**config.mk**
```make
export PLATFORM = sky130hd
export DESIGN_NAME = decode_queue_flat
export DESIGN_NICKNAME = d
export VERILOG_FILES = /design/src/rtl/decode_queue_pkg.sv /design/src/rtl/decode_queue_if.sv /design/src/rtl/decode_queue_rv_decode_logic.sv /design/src/rtl/decode_queue.sv /design/src/flat_wrapper.sv
export SDC_FILE = /design/constraint.sdc
export NUM_CORES = 1
export LEC_CHECK = 0
export BUFFER_PORTS_ARGS = -buffer_cell sky130_fd_sc_hd__buf_2
export CORE_ASPECT_RATIO = 0.7
export CORE_MARGIN = 1
export CORE_UTILIZATION = 55
export CTS_BUF_LIST = sky130_fd_sc_hd__clkbuf_2 sky130_fd_sc_hd__clkbuf_4 sky130_fd_sc_hd__clkbuf_8
export DETAILED_ROUTE_END_ITERATION = 10
export PLACE_DENSITY = 0.87
export SLEW_MARGIN = 30
export SYNTH_ARGS = -nofsm -noshare
export SYNTH_HDL_FRONTEND = slang
export SYNTH_SLANG_ARGS = --single-unit
```
**constraint.sdc**
```tcl
create_clock -name clk -period 5.65 [get_ports clk]
set_input_delay 1.4125 -clock clk [delete_from_list [all_inputs] [get_ports clk]]
set_output_delay 1.4125 -clock clk [all_outputs]
set_load 0.01 [all_outputs]
```
**src/rtl/decode_queue_pkg.sv**
```systemverilog
// Shared decode encodings: immediate formats, ALU operation codes, store widths
// and the decoded control bundle carried through the queue.
package decode_queue_pkg;

   localparam int imm_control_width   = 3;
   localparam int ALU_control_width   = 5;
   localparam int store_control_width = 2;

   typedef enum logic [imm_control_width-1:0] {
      i_type_imm, s_type_imm, b_type_imm, j_type_imm, u_type_imm
   } imm_e;

   typedef enum logic [ALU_control_width-1:0] {
      add_ALU, sub_ALU, xor_ALU, or_ALU, and_ALU, sll_ALU, srl_ALU, sra_ALU,
      slt_ALU, sltu_ALU, slli_ALU, srli_ALU, srai_ALU,
      lb_ALU, lh_ALU, lw_ALU, lbu_ALU, lhu_ALU,
      beq_ALU, bne_ALU, bge_ALU, bgeu_ALU,
      mul_ALU, mulh_ALU, mulhsu_ALU, mulhu_ALU, div_ALU, divu_ALU, rem_ALU, remu_ALU
   } alu_e;

   typedef enum logic [store_control_width-1:0] {sb, sh, sw} store_e;

   typedef struct packed {
      imm_e   imm;
      alu_e   alu;
      store_e store;
      logic   reg_write;
      logic   mem_read;
      logic   mem_write;
      logic   branch;
      logic   jump;
      logic   illegal;
   } ctrl_t;

   localparam int bundle_width = $bits(ctrl_t);

   localparam logic [6:0] op_reg    = 7'h33;
   localparam logic [6:0] op_imm    = 7'h13;
   localparam logic [6:0] op_load   = 7'h03;
   localparam logic [6:0] op_store  = 7'h23;
   localparam logic [6:0] op_branch = 7'h63;
   localparam logic [6:0] op_jal    = 7'h6f;
   localparam logic [6:0] op_jalr   = 7'h67;
   localparam logic [6:0] op_lui    = 7'h37;
   localparam logic [6:0] op_auipc  = 7'h17;

   localparam logic [6:0] f7_base   = 7'h00;
   localparam logic [6:0] f7_alt    = 7'h20;
   localparam logic [6:0] f7_muldiv = 7'h01;

   localparam ctrl_t ctrl_legal_base =
      '{i_type_imm, add_ALU, sw, 1'b0, 1'b0, 1'b0, 1'b0, 1'b0, 1'b0};
   localparam ctrl_t ctrl_illegal =
      '{i_type_imm, add_ALU, sw, 1'b0, 1'b0, 1'b0, 1'b0, 1'b0, 1'b1};

   function automatic alu_e reg_alu(input logic [2:0] funct3);
      case (funct3)
         3'd0:    return add_ALU;
         3'd1:    return sll_ALU;
         3'd2:    return slt_ALU;
         3'd3:    return sltu_ALU;
         3'd4:    return xor_ALU;
         3'd5:    return srl_ALU;
         3'd6:    return or_ALU;
         default: return and_ALU;
      endcase
   endfunction

   function automatic alu_e muldiv_alu(input logic [2:0] funct3);
      case (funct3)
         3'd0:    return mul_ALU;
         3'd1:    return mulh_ALU;
         3'd2:    return mulhsu_ALU;
         3'd3:    return mulhu_ALU;
         3'd4:    return div_ALU;
         3'd5:    return divu_ALU;
         3'd6:    return rem_ALU;
         default: return remu_ALU;
      endcase
   endfunction

endpackage

```
**src/rtl/decode_queue_if.sv**
```systemverilog
// Fetch-side and execute-side handshake of the decode queue, plus flush.
interface decode_queue_if
   import decode_queue_pkg::*;
#(
   parameter int WORD_WIDTH = 32
);
   logic                           flush;
   logic                           in_valid;
   logic                           in_ready;
   logic [WORD_WIDTH-1:0]          in_instr;
   logic [WORD_WIDTH-1:0]          in_pc;
   logic                           out_valid;
   logic                           out_ready;
   logic [WORD_WIDTH-1:0]          out_pc;
   logic [WORD_WIDTH-1:0]          out_instr;
   logic [4:0]                     out_rd;
   logic [4:0]                     out_rs1;
   logic [4:0]                     out_rs2;
   logic [imm_control_width-1:0]   out_imm_control;
   logic [ALU_control_width-1:0]   out_ALU_control;
   logic [store_control_width-1:0] out_store_control;
   logic                           out_reg_write;
   logic                           out_mem_read;
   logic                           out_mem_write;
   logic                           out_branch;
   logic                           out_jump;
   logic                           out_illegal;

   modport master (
      output flush, in_valid, in_instr, in_pc, out_ready,
      input  in_ready, out_valid, out_pc, out_instr, out_rd, out_rs1, out_rs2,
             out_imm_control, out_ALU_control, out_store_control, out_reg_write,
             out_mem_read, out_mem_write, out_branch, out_jump, out_illegal
   );

   modport slave (
      input  flush, in_valid, in_instr, in_pc, out_ready,
      output in_ready, out_valid, out_pc, out_instr, out_rd, out_rs1, out_rs2,
             out_imm_control, out_ALU_control, out_store_control, out_reg_write,
             out_mem_read, out_mem_write, out_branch, out_jump, out_illegal
   );
endinterface

```
**src/rtl/decode_queue_rv_decode_logic.sv**
```systemverilog
// Combinational RV32I (optionally M) decoder: instruction fields in, control bundle out.
module rv_decode_logic
   import decode_queue_pkg::*;
#(
   parameter int ENABLE_M = 0
) (
   input  logic [6:0] opcode,
   input  logic [2:0] funct3,
   input  logic [6:0] funct7,
   input  logic [4:0] rd,
   output ctrl_t      ctrl
);

   ctrl_t c;
   logic  legal;
   logic  wr;

   always_comb begin
      c     = ctrl_legal_base;
      legal = 1'b1;
      wr    = 1'b0;
      case (opcode)
         op_reg: begin
            wr = 1'b1;
            case (funct7)
               f7_base:   c.alu = reg_alu(funct3);
               f7_alt: begin
                  if (funct3 == 3'd0)      c.alu = sub_ALU;
                  else if (funct3 == 3'd5) c.alu = sra_ALU;
                  else                     legal = 1'b0;
               end
               f7_muldiv: begin
                  if (ENABLE_M != 0) c.alu = muldiv_alu(funct3);
                  else               legal = 1'b0;
               end
               default:   legal = 1'b0;
            endcase
         end
         op_imm: begin
            wr = 1'b1;
            case (funct3)
               3'd1:    c.alu = slli_ALU;
               3'd5: begin
                  if (funct7 == f7_alt) c.alu = srai_ALU;
                  else                  c.alu = srli_ALU;
               end
               default: c.alu = reg_alu(funct3);
            endcase
            // shift-amount forms only accept the two defined funct7 patterns
            if ((funct3 == 3'd1 || funct3 == 3'd5) && funct7 != f7_base && funct7 != f7_alt)
               legal = 1'b0;
         end
         op_load: begin
            wr         = 1'b1;
            c.mem_read = 1'b1;
            case (funct3)
               3'd0:    c.alu = lb_ALU;
               3'd1:    c.alu = lh_ALU;
               3'd2:    c.alu = lw_ALU;
               3'd4:    c.alu = lbu_ALU;
               3'd5:    c.alu = lhu_ALU;
               default: legal = 1'b0;
            endcase
         end
         op_store: begin
            c.imm       = s_type_imm;
            c.mem_write = 1'b1;
            case (funct3)
               3'd0:    c.store = sb;
               3'd1:    c.store = sh;
               3'd2:    c.store = sw;
               default: legal = 1'b0;
            endcase
         end
         op_branch: begin
            c.imm    = b_type_imm;
            c.branch = 1'b1;
            case (funct3)
               3'd0:    c.alu = beq_ALU;
               3'd1:    c.alu = bne_ALU;
               3'd4:    c.alu = slt_ALU;
               3'd5:    c.alu = bge_ALU;
               3'd6:    c.alu = sltu_ALU;
               3'd7:    c.alu = bgeu_ALU;
               default: legal = 1'b0;
            endcase
         end
         op_jal: begin
            c.imm  = j_type_imm;
            c.jump = 1'b1;
            wr     = 1'b1;
         end
         op_jalr: begin
            c.jump = 1'b1;
            wr     = 1'b1;
            if (funct3 != 3'd0) legal = 1'b0;
         end
         op_lui: begin
            c.imm = u_type_imm;
            c.alu = lw_ALU;
            wr    = 1'b1;
         end
         op_auipc: begin
            c.imm = u_type_imm;
            wr    = 1'b1;
         end
         default: legal = 1'b0;
      endcase

      ctrl           = c;
      ctrl.reg_write = wr && (rd != 5'd0);
      if (!legal) ctrl = ctrl_illegal;
   end

endmodule

```
**src/rtl/decode_queue.sv**
```systemverilog
// Registered decode stage: decodes on push and holds bundles in a DEPTH-entry FIFO
// so fetch and execute run decoupled; flush drops everything queued.
module decode_queue
   import decode_queue_pkg::*;
#(
   parameter int WORD_WIDTH = 32,
   parameter int DEPTH      = 2,
   parameter int ENABLE_M   = 0
) (
   input logic           clk,
   input logic           rst,
   decode_queue_if.slave bus
);

   localparam int PTR_W = (DEPTH > 1) ? $clog2(DEPTH) : 1;
   localparam int CNT_W = $clog2(DEPTH + 1);

   logic [WORD_WIDTH-1:0] pc_q    [DEPTH];
   logic [WORD_WIDTH-1:0] instr_q [DEPTH];
   ctrl_t                 ctrl_q  [DEPTH];
   logic [PTR_W-1:0]      wr_ptr;
   logic [PTR_W-1:0]      rd_ptr;
   logic [CNT_W-1:0]      count;
   ctrl_t                 dec;
   ctrl_t                 head_ctrl;
   logic [WORD_WIDTH-1:0] head_instr;
   logic                  push;
   logic                  pop;

   rv_decode_logic #(.ENABLE_M(ENABLE_M)) u_decode (
      .opcode (bus.in_instr[6:0]),
      .funct3 (bus.in_instr[14:12]),
      .funct7 (bus.in_instr[31:25]),
      .rd     (bus.in_instr[11:7]),
      .ctrl   (dec)
   );

   function automatic logic [PTR_W-1:0] next_ptr(input logic [PTR_W-1:0] p);
      return (p == PTR_W'(DEPTH - 1)) ? '0 : p + 1'b1;
   endfunction

   // ready depends only on occupancy, never on out_ready
   assign bus.in_ready  = !rst && (count < CNT_W'(DEPTH));
   assign bus.out_valid = (count != '0);
   assign push          = bus.in_valid && bus.in_ready && !bus.flush;
   assign pop           = bus.out_valid && bus.out_ready;

   always_ff @(posedge clk) begin
      if (rst) begin
         count  <= '0;
         wr_ptr <= '0;
         rd_ptr <= '0;
         for (int i = 0; i < DEPTH; i++) begin
            pc_q[i]    <= '0;
            instr_q[i] <= '0;
            ctrl_q[i]  <= '0;
         end
      end else if (bus.flush) begin
         count  <= '0;
         wr_ptr <= '0;
         rd_ptr <= '0;
      end else begin
         if (push) begin
            pc_q[wr_ptr]    <= bus.in_pc;
            instr_q[wr_ptr] <= bus.in_instr;
            ctrl_q[wr_ptr]  <= dec;
            wr_ptr          <= next_ptr(wr_ptr);
         end
         if (pop) rd_ptr <= next_ptr(rd_ptr);
         case ({push, pop})
            2'b10:   count <= count + 1'b1;
            2'b01:   count <= count - 1'b1;
            default: count <= count;
         endcase
      end
   end

   assign head_ctrl             = ctrl_q[rd_ptr];
   assign head_instr            = instr_q[rd_ptr];
   assign bus.out_pc            = pc_q[rd_ptr];
   assign bus.out_instr         = head_instr;
   assign bus.out_rd            = head_instr[11:7];
   assign bus.out_rs1           = head_instr[19:15];
   assign bus.out_rs2           = head_instr[24:20];
   assign bus.out_imm_control   = head_ctrl.imm;
   assign bus.out_ALU_control   = head_ctrl.alu;
   assign bus.out_store_control = head_ctrl.store;
   assign bus.out_reg_write     = head_ctrl.reg_write;
   assign bus.out_mem_read      = head_ctrl.mem_read;
   assign bus.out_mem_write     = head_ctrl.mem_write;
   assign bus.out_branch        = head_ctrl.branch;
   assign bus.out_jump          = head_ctrl.jump;
   assign bus.out_illegal       = head_ctrl.illegal;

endmodule

```
**src/flat_wrapper.sv**
```systemverilog
// flat-port wrapper written by rule: the top's interface ports become plain ports
module decode_queue_flat import decode_queue_pkg::*;
#(
   parameter int WORD_WIDTH = 32,
   parameter int DEPTH      = 2,
   parameter int ENABLE_M   = 0
)
  (clk, rst, bus_flush, bus_in_valid, bus_in_instr, bus_in_pc, bus_out_ready, bus_in_ready, bus_out_valid, bus_out_pc, bus_out_instr, bus_out_rd, bus_out_rs1, bus_out_rs2, bus_out_imm_control, bus_out_ALU_control, bus_out_store_control, bus_out_reg_write, bus_out_mem_read, bus_out_mem_write, bus_out_branch, bus_out_jump, bus_out_illegal);
  decode_queue_if #(.WORD_WIDTH(WORD_WIDTH)) bus_i ();
  input logic clk;
  input logic rst;
  input wire logic [$bits(bus_i.flush)-1:0] bus_flush;
  input wire logic [$bits(bus_i.in_valid)-1:0] bus_in_valid;
  input wire logic [$bits(bus_i.in_instr)-1:0] bus_in_instr;
  input wire logic [$bits(bus_i.in_pc)-1:0] bus_in_pc;
  input wire logic [$bits(bus_i.out_ready)-1:0] bus_out_ready;
  output wire logic [$bits(bus_i.in_ready)-1:0] bus_in_ready;
  output wire logic [$bits(bus_i.out_valid)-1:0] bus_out_valid;
  output wire logic [$bits(bus_i.out_pc)-1:0] bus_out_pc;
  output wire logic [$bits(bus_i.out_instr)-1:0] bus_out_instr;
  output wire logic [$bits(bus_i.out_rd)-1:0] bus_out_rd;
  output wire logic [$bits(bus_i.out_rs1)-1:0] bus_out_rs1;
  output wire logic [$bits(bus_i.out_rs2)-1:0] bus_out_rs2;
  output wire logic [$bits(bus_i.out_imm_control)-1:0] bus_out_imm_control;
  output wire logic [$bits(bus_i.out_ALU_control)-1:0] bus_out_ALU_control;
  output wire logic [$bits(bus_i.out_store_control)-1:0] bus_out_store_control;
  output wire logic [$bits(bus_i.out_reg_write)-1:0] bus_out_reg_write;
  output wire logic [$bits(bus_i.out_mem_read)-1:0] bus_out_mem_read;
  output wire logic [$bits(bus_i.out_mem_write)-1:0] bus_out_mem_write;
  output wire logic [$bits(bus_i.out_branch)-1:0] bus_out_branch;
  output wire logic [$bits(bus_i.out_jump)-1:0] bus_out_jump;
  output wire logic [$bits(bus_i.out_illegal)-1:0] bus_out_illegal;
  assign bus_i.flush = bus_flush;
  assign bus_i.in_valid = bus_in_valid;
  assign bus_i.in_instr = bus_in_instr;
  assign bus_i.in_pc = bus_in_pc;
  assign bus_i.out_ready = bus_out_ready;
  assign bus_in_ready = bus_i.in_ready;
  assign bus_out_valid = bus_i.out_valid;
  assign bus_out_pc = bus_i.out_pc;
  assign bus_out_instr = bus_i.out_instr;
  assign bus_out_rd = bus_i.out_rd;
  assign bus_out_rs1 = bus_i.out_rs1;
  assign bus_out_rs2 = bus_i.out_rs2;
  assign bus_out_imm_control = bus_i.out_imm_control;
  assign bus_out_ALU_control = bus_i.out_ALU_control;
  assign bus_out_store_control = bus_i.out_store_control;
  assign bus_out_reg_write = bus_i.out_reg_write;
  assign bus_out_mem_read = bus_i.out_mem_read;
  assign bus_out_mem_write = bus_i.out_mem_write;
  assign bus_out_branch = bus_i.out_branch;
  assign bus_out_jump = bus_i.out_jump;
  assign bus_out_illegal = bus_i.out_illegal;
  decode_queue #(.WORD_WIDTH(WORD_WIDTH), .DEPTH(DEPTH), .ENABLE_M(ENABLE_M)) u_core (.clk(clk), .rst(rst), .bus(bus_i));
endmodule
```
==> reports/qor.txt <==
status - finished clean
critical path's top delay family - flip-flops
sw power - 0.000624 W
CTS Root Cell - clkbuf_8
IO Pins - 166
post-synthesis mux area share - 0.114
Nets - 782
Tcrit/Tclk final - 0.618
initial antenna violation count - 0
worst-path cell chain - buf_12, mux2_2, buf_2
worst hold path class - reg -> reg
area of the multi-input gates - 0.00268 mm²
Compound-Gate Fraction of Synth Area - 0.0345
Die Y - 102 µm
clk_lat worst skew - 0.45 ns
share of cells above drive strength 1 - 0.422
flop2flop setup slack - 3.00 ns
Setup TNS - 0 ns
Reg power frac - 0.577
final hold viol count - 0
Post-Synthesis Cells - 583
DRC errors left - 0
clock share of power - 0.333
RSZ-0062 raised after global routing - no
CP startpoint kind - register
Register Area - 0.00491 mm²
Synth Area in XOR/XNOR - 0.00776
setup ws final - 2.16 ns
Fin Clk Skew - 0.0106 ns
main combinational cell family by area after synthesis - simple AND/OR/NAND/NOR gates
Synth Cell Area - 0.00790 mm²
Post-Place Worst Slack - 1.83 ns
Placed Instances - 883
grt total ovfl - 0
row count - 36
initial DRC count - 435
number of global-route vias before repair - 5239
number of synthesized register bits - 165
Antenna Violating Nets Remaining - 0
fill count - 1058
internal power - 0.00181 W
Crit Path Max Fanout - 43
post-synthesis adder-cell area fraction - 0.00158
Req. time, crit path - 4.24 ns
clock sink total - 165
sequential element share of the synthesized area - 0.621
final setup vio count - 0
Area Growth Syn to Fin - 15.7%
switching share of power - 0.257
via count - 5180
highest clock rate - 0.286 GHz
routability-driven placement congestion ratio - 0.905
syn nets - 653
die footprint - 0.0149 mm²
largest net degree at the start of global routing - 67
worst path bufs/invs - 2
H-tree Lvls - 4
total CTS buffers - 17
setup repair bufs after CTS - 0
PwrDens - 266 mW/mm²
Slew Limit Fails - 0
Synth Area in Simple Gates - 0.178
syn_area_per_cell - 13.6 µm²
Critical Path Max Stage Delay - 0.76 ns
Post-Route WL - 17200 µm
vias per cell - 5.66
Worst-path clk slew - 0.09 ns
Synth cell types - 60
Synth Flop Type - edfxtp_1
worst vdd ir - 0.157 mV
Clock Tree Buf Depth - 2
DR WL/cell - 18.8 µm
Worst Setup End Kind - output pin
CORE AREA - 0.0140 mm²
Period minus WS final - 3.49 ns
Final Core Density - 0.655
IO Port Bufs - 165
Syn. warnings - 0
Crit Path Category - reg -> out
TritonCTS clock tree - built
Final Non-Filler Cells - 915
worst slew pin tran - 0.750 ns
Pleak - 3.92 nW
initial core utilization - 0.566
# resized after CTS - 0
Die W - 145 µm
hold_buf cts - 0
first-pass GRT wire length - 26800 µm
gr usage total - 0.238
Slew HR - 0.500
max-cap violations - 0
post-DP HPWL - 11500 µm
first-pass iteration count of the detailed router - 6
CP arrival - 2.08 ns
Ant. Diodes - 0
Comb power frac - 0.090
Slowest cell on crit path - dfxtp_4
Post-synth EDFFs - 160
Async S/R FF share, synth - 0
-- cell usage after synthesis, types with 4 or more instances --
master | number | area, µm²
nor3_1 | 14 | 70.1
and3_1 | 64 | 400
dfxtp_1 | 5 | 100
edfxtp_1 | 160 | 4800
and2_1 | 70 | 438
buf_2 | 11 | 55.1
nor2_1 | 34 | 128
nand4_1 | 5 | 31.3
o21ai_0 | 9 | 45.0
nand2b_1 | 6 | 37.5
a21oi_1 | 4 | 20.0
nor2b_1 | 4 | 25.0
mux2_2 | 80 | 901
nand2_1 | 7 | 26.3
buf_4 | 17 | 128
clkbuf_1 | 28 | 105
xnor2_1 | 4 | 35.0
-- layout by cell type, fill, tap and decap left out, types with 2 or more instances in the layout --
| master | n |
|---|---|
| a211o_1 | 2 |
| a211oi_1 | 3 |
| a21oi_1 | 4 |
| a41oi_2 | 2 |
| and2_1 | 70 |
| and3_1 | 64 |
| buf_12 | 3 |
| buf_2 | 165 |
| clkbuf_8 | 17 |
| clkinv_4 | 2 |
| dfxtp_1 | 3 |
| dfxtp_4 | 2 |
| edfxtp_1 | 160 |
| inv_1 | 2 |
| inv_6 | 5 |
| inv_8 | 4 |
| mux2_2 | 80 |
| nand2_1 | 7 |
| nand2b_1 | 4 |
| nand2b_4 | 2 |
| nand3_1 | 3 |
| nand3b_1 | 3 |
| nand4_1 | 5 |
| nor2_1 | 34 |
| nor2b_1 | 4 |
| nor3_1 | 14 |
| nor4_1 | 3 |
| nor4_2 | 2 |
| o21ai_0 | 9 |
| o41ai_1 | 2 |
| or2_2 | 2 |
| xnor2_1 | 4 |
| xor2_1 | 3 |
-- registers in the layout, summed over array words and instances, names as in the netlist, named ones only --
register and count:
u_core.count 2, u_core.wr_ptr 1, u_core.ctrl_q 32, u_core.rd_ptr 1
u_core.pc_q 64, u_core.instr_q 64
-- cell type report --
type | count | area share
Tap cell | 190 | 0.0260
Sequential cell | 165 | 0.537
Multi-Input combinational cell | 355 | 0.294
Timing Repair Buffer | 170 | 0.101
Clock buffer | 18 | 0.0264
Inverter | 3 | 0.00123
Clock inverter | 14 | 0.0148
-- final timing paths --
kind / start / endpoint / cells after the start
max: register / bus_out_instr[10] / 3
min: u_core.rd_ptr / register / 2
max reg2reg: u_core.count[1] / u_core.instr_q[0][20] / 4
min reg2reg: u_core.rd_ptr / register / 2
-- per-stage QoR --
stage | cell area, µm² | total power, W | hold slack, ns
2_1_floorplan | 7900 | 0.00156 | 0.518
3_3_place_gp | 8680 | 0.00164 | 0.532
3_5_place_dp | 8760 | 0.00165 | 0.538
4_1_cts | 9140 | 0.00244 | 0.564
5_1_grt | 9140 | 0.00251 | 0.623
6_report | 9140 | 0.00243 | 0.560
-- worst min-delay path, stage by stage, from the launching register on --
cell and delay (ns):
dfxtp_1 0.34, xnor2_1 0.14, nor3_1 0.05
-- power by group through the flow --
stage	combinational, W	clock (W)	sequential [W]
2_1_floorplan	0.000133	0	0.00143
3_3_place_gp	0.000205	0	0.00143
3_5_place_dp	0.000219	0	0.00143
4_1_cts	0.000220	0.000818	0.00141
5_1_grt	0.000238	0.000867	0.00141
6_report	0.000220	0.000809	0.00140
-- layer usage --
| layer | GRT usage | up-vias | routed length [µm] |
|---|---|---|---|
| li1 | - | 2394 | - |
| met1 | 0.301 | 2519 | 7290 |
| met2 | 0.421 | 249 | 8580 |
| met3 | 0.0424 | 18 | 1170 |
| met4 | 0.0802 | 0 | 199 |
| met5 | 0 | - | 0 |
-- cell families after synthesis --
| logic type | after synthesis |
|---|---|
| AND/OR/NAND/NOR | 232 |
| buffers and inverters | 63 |
| multiplexers | 80 |
| adder cells (fa/ha/maj) | 1 |
| XOR/XNOR | 7 |
| flip-flops | 165 |
| AO/OA/AOI/OAI | 35 |
No activity file was read; power rests on OpenSTA's default activity.
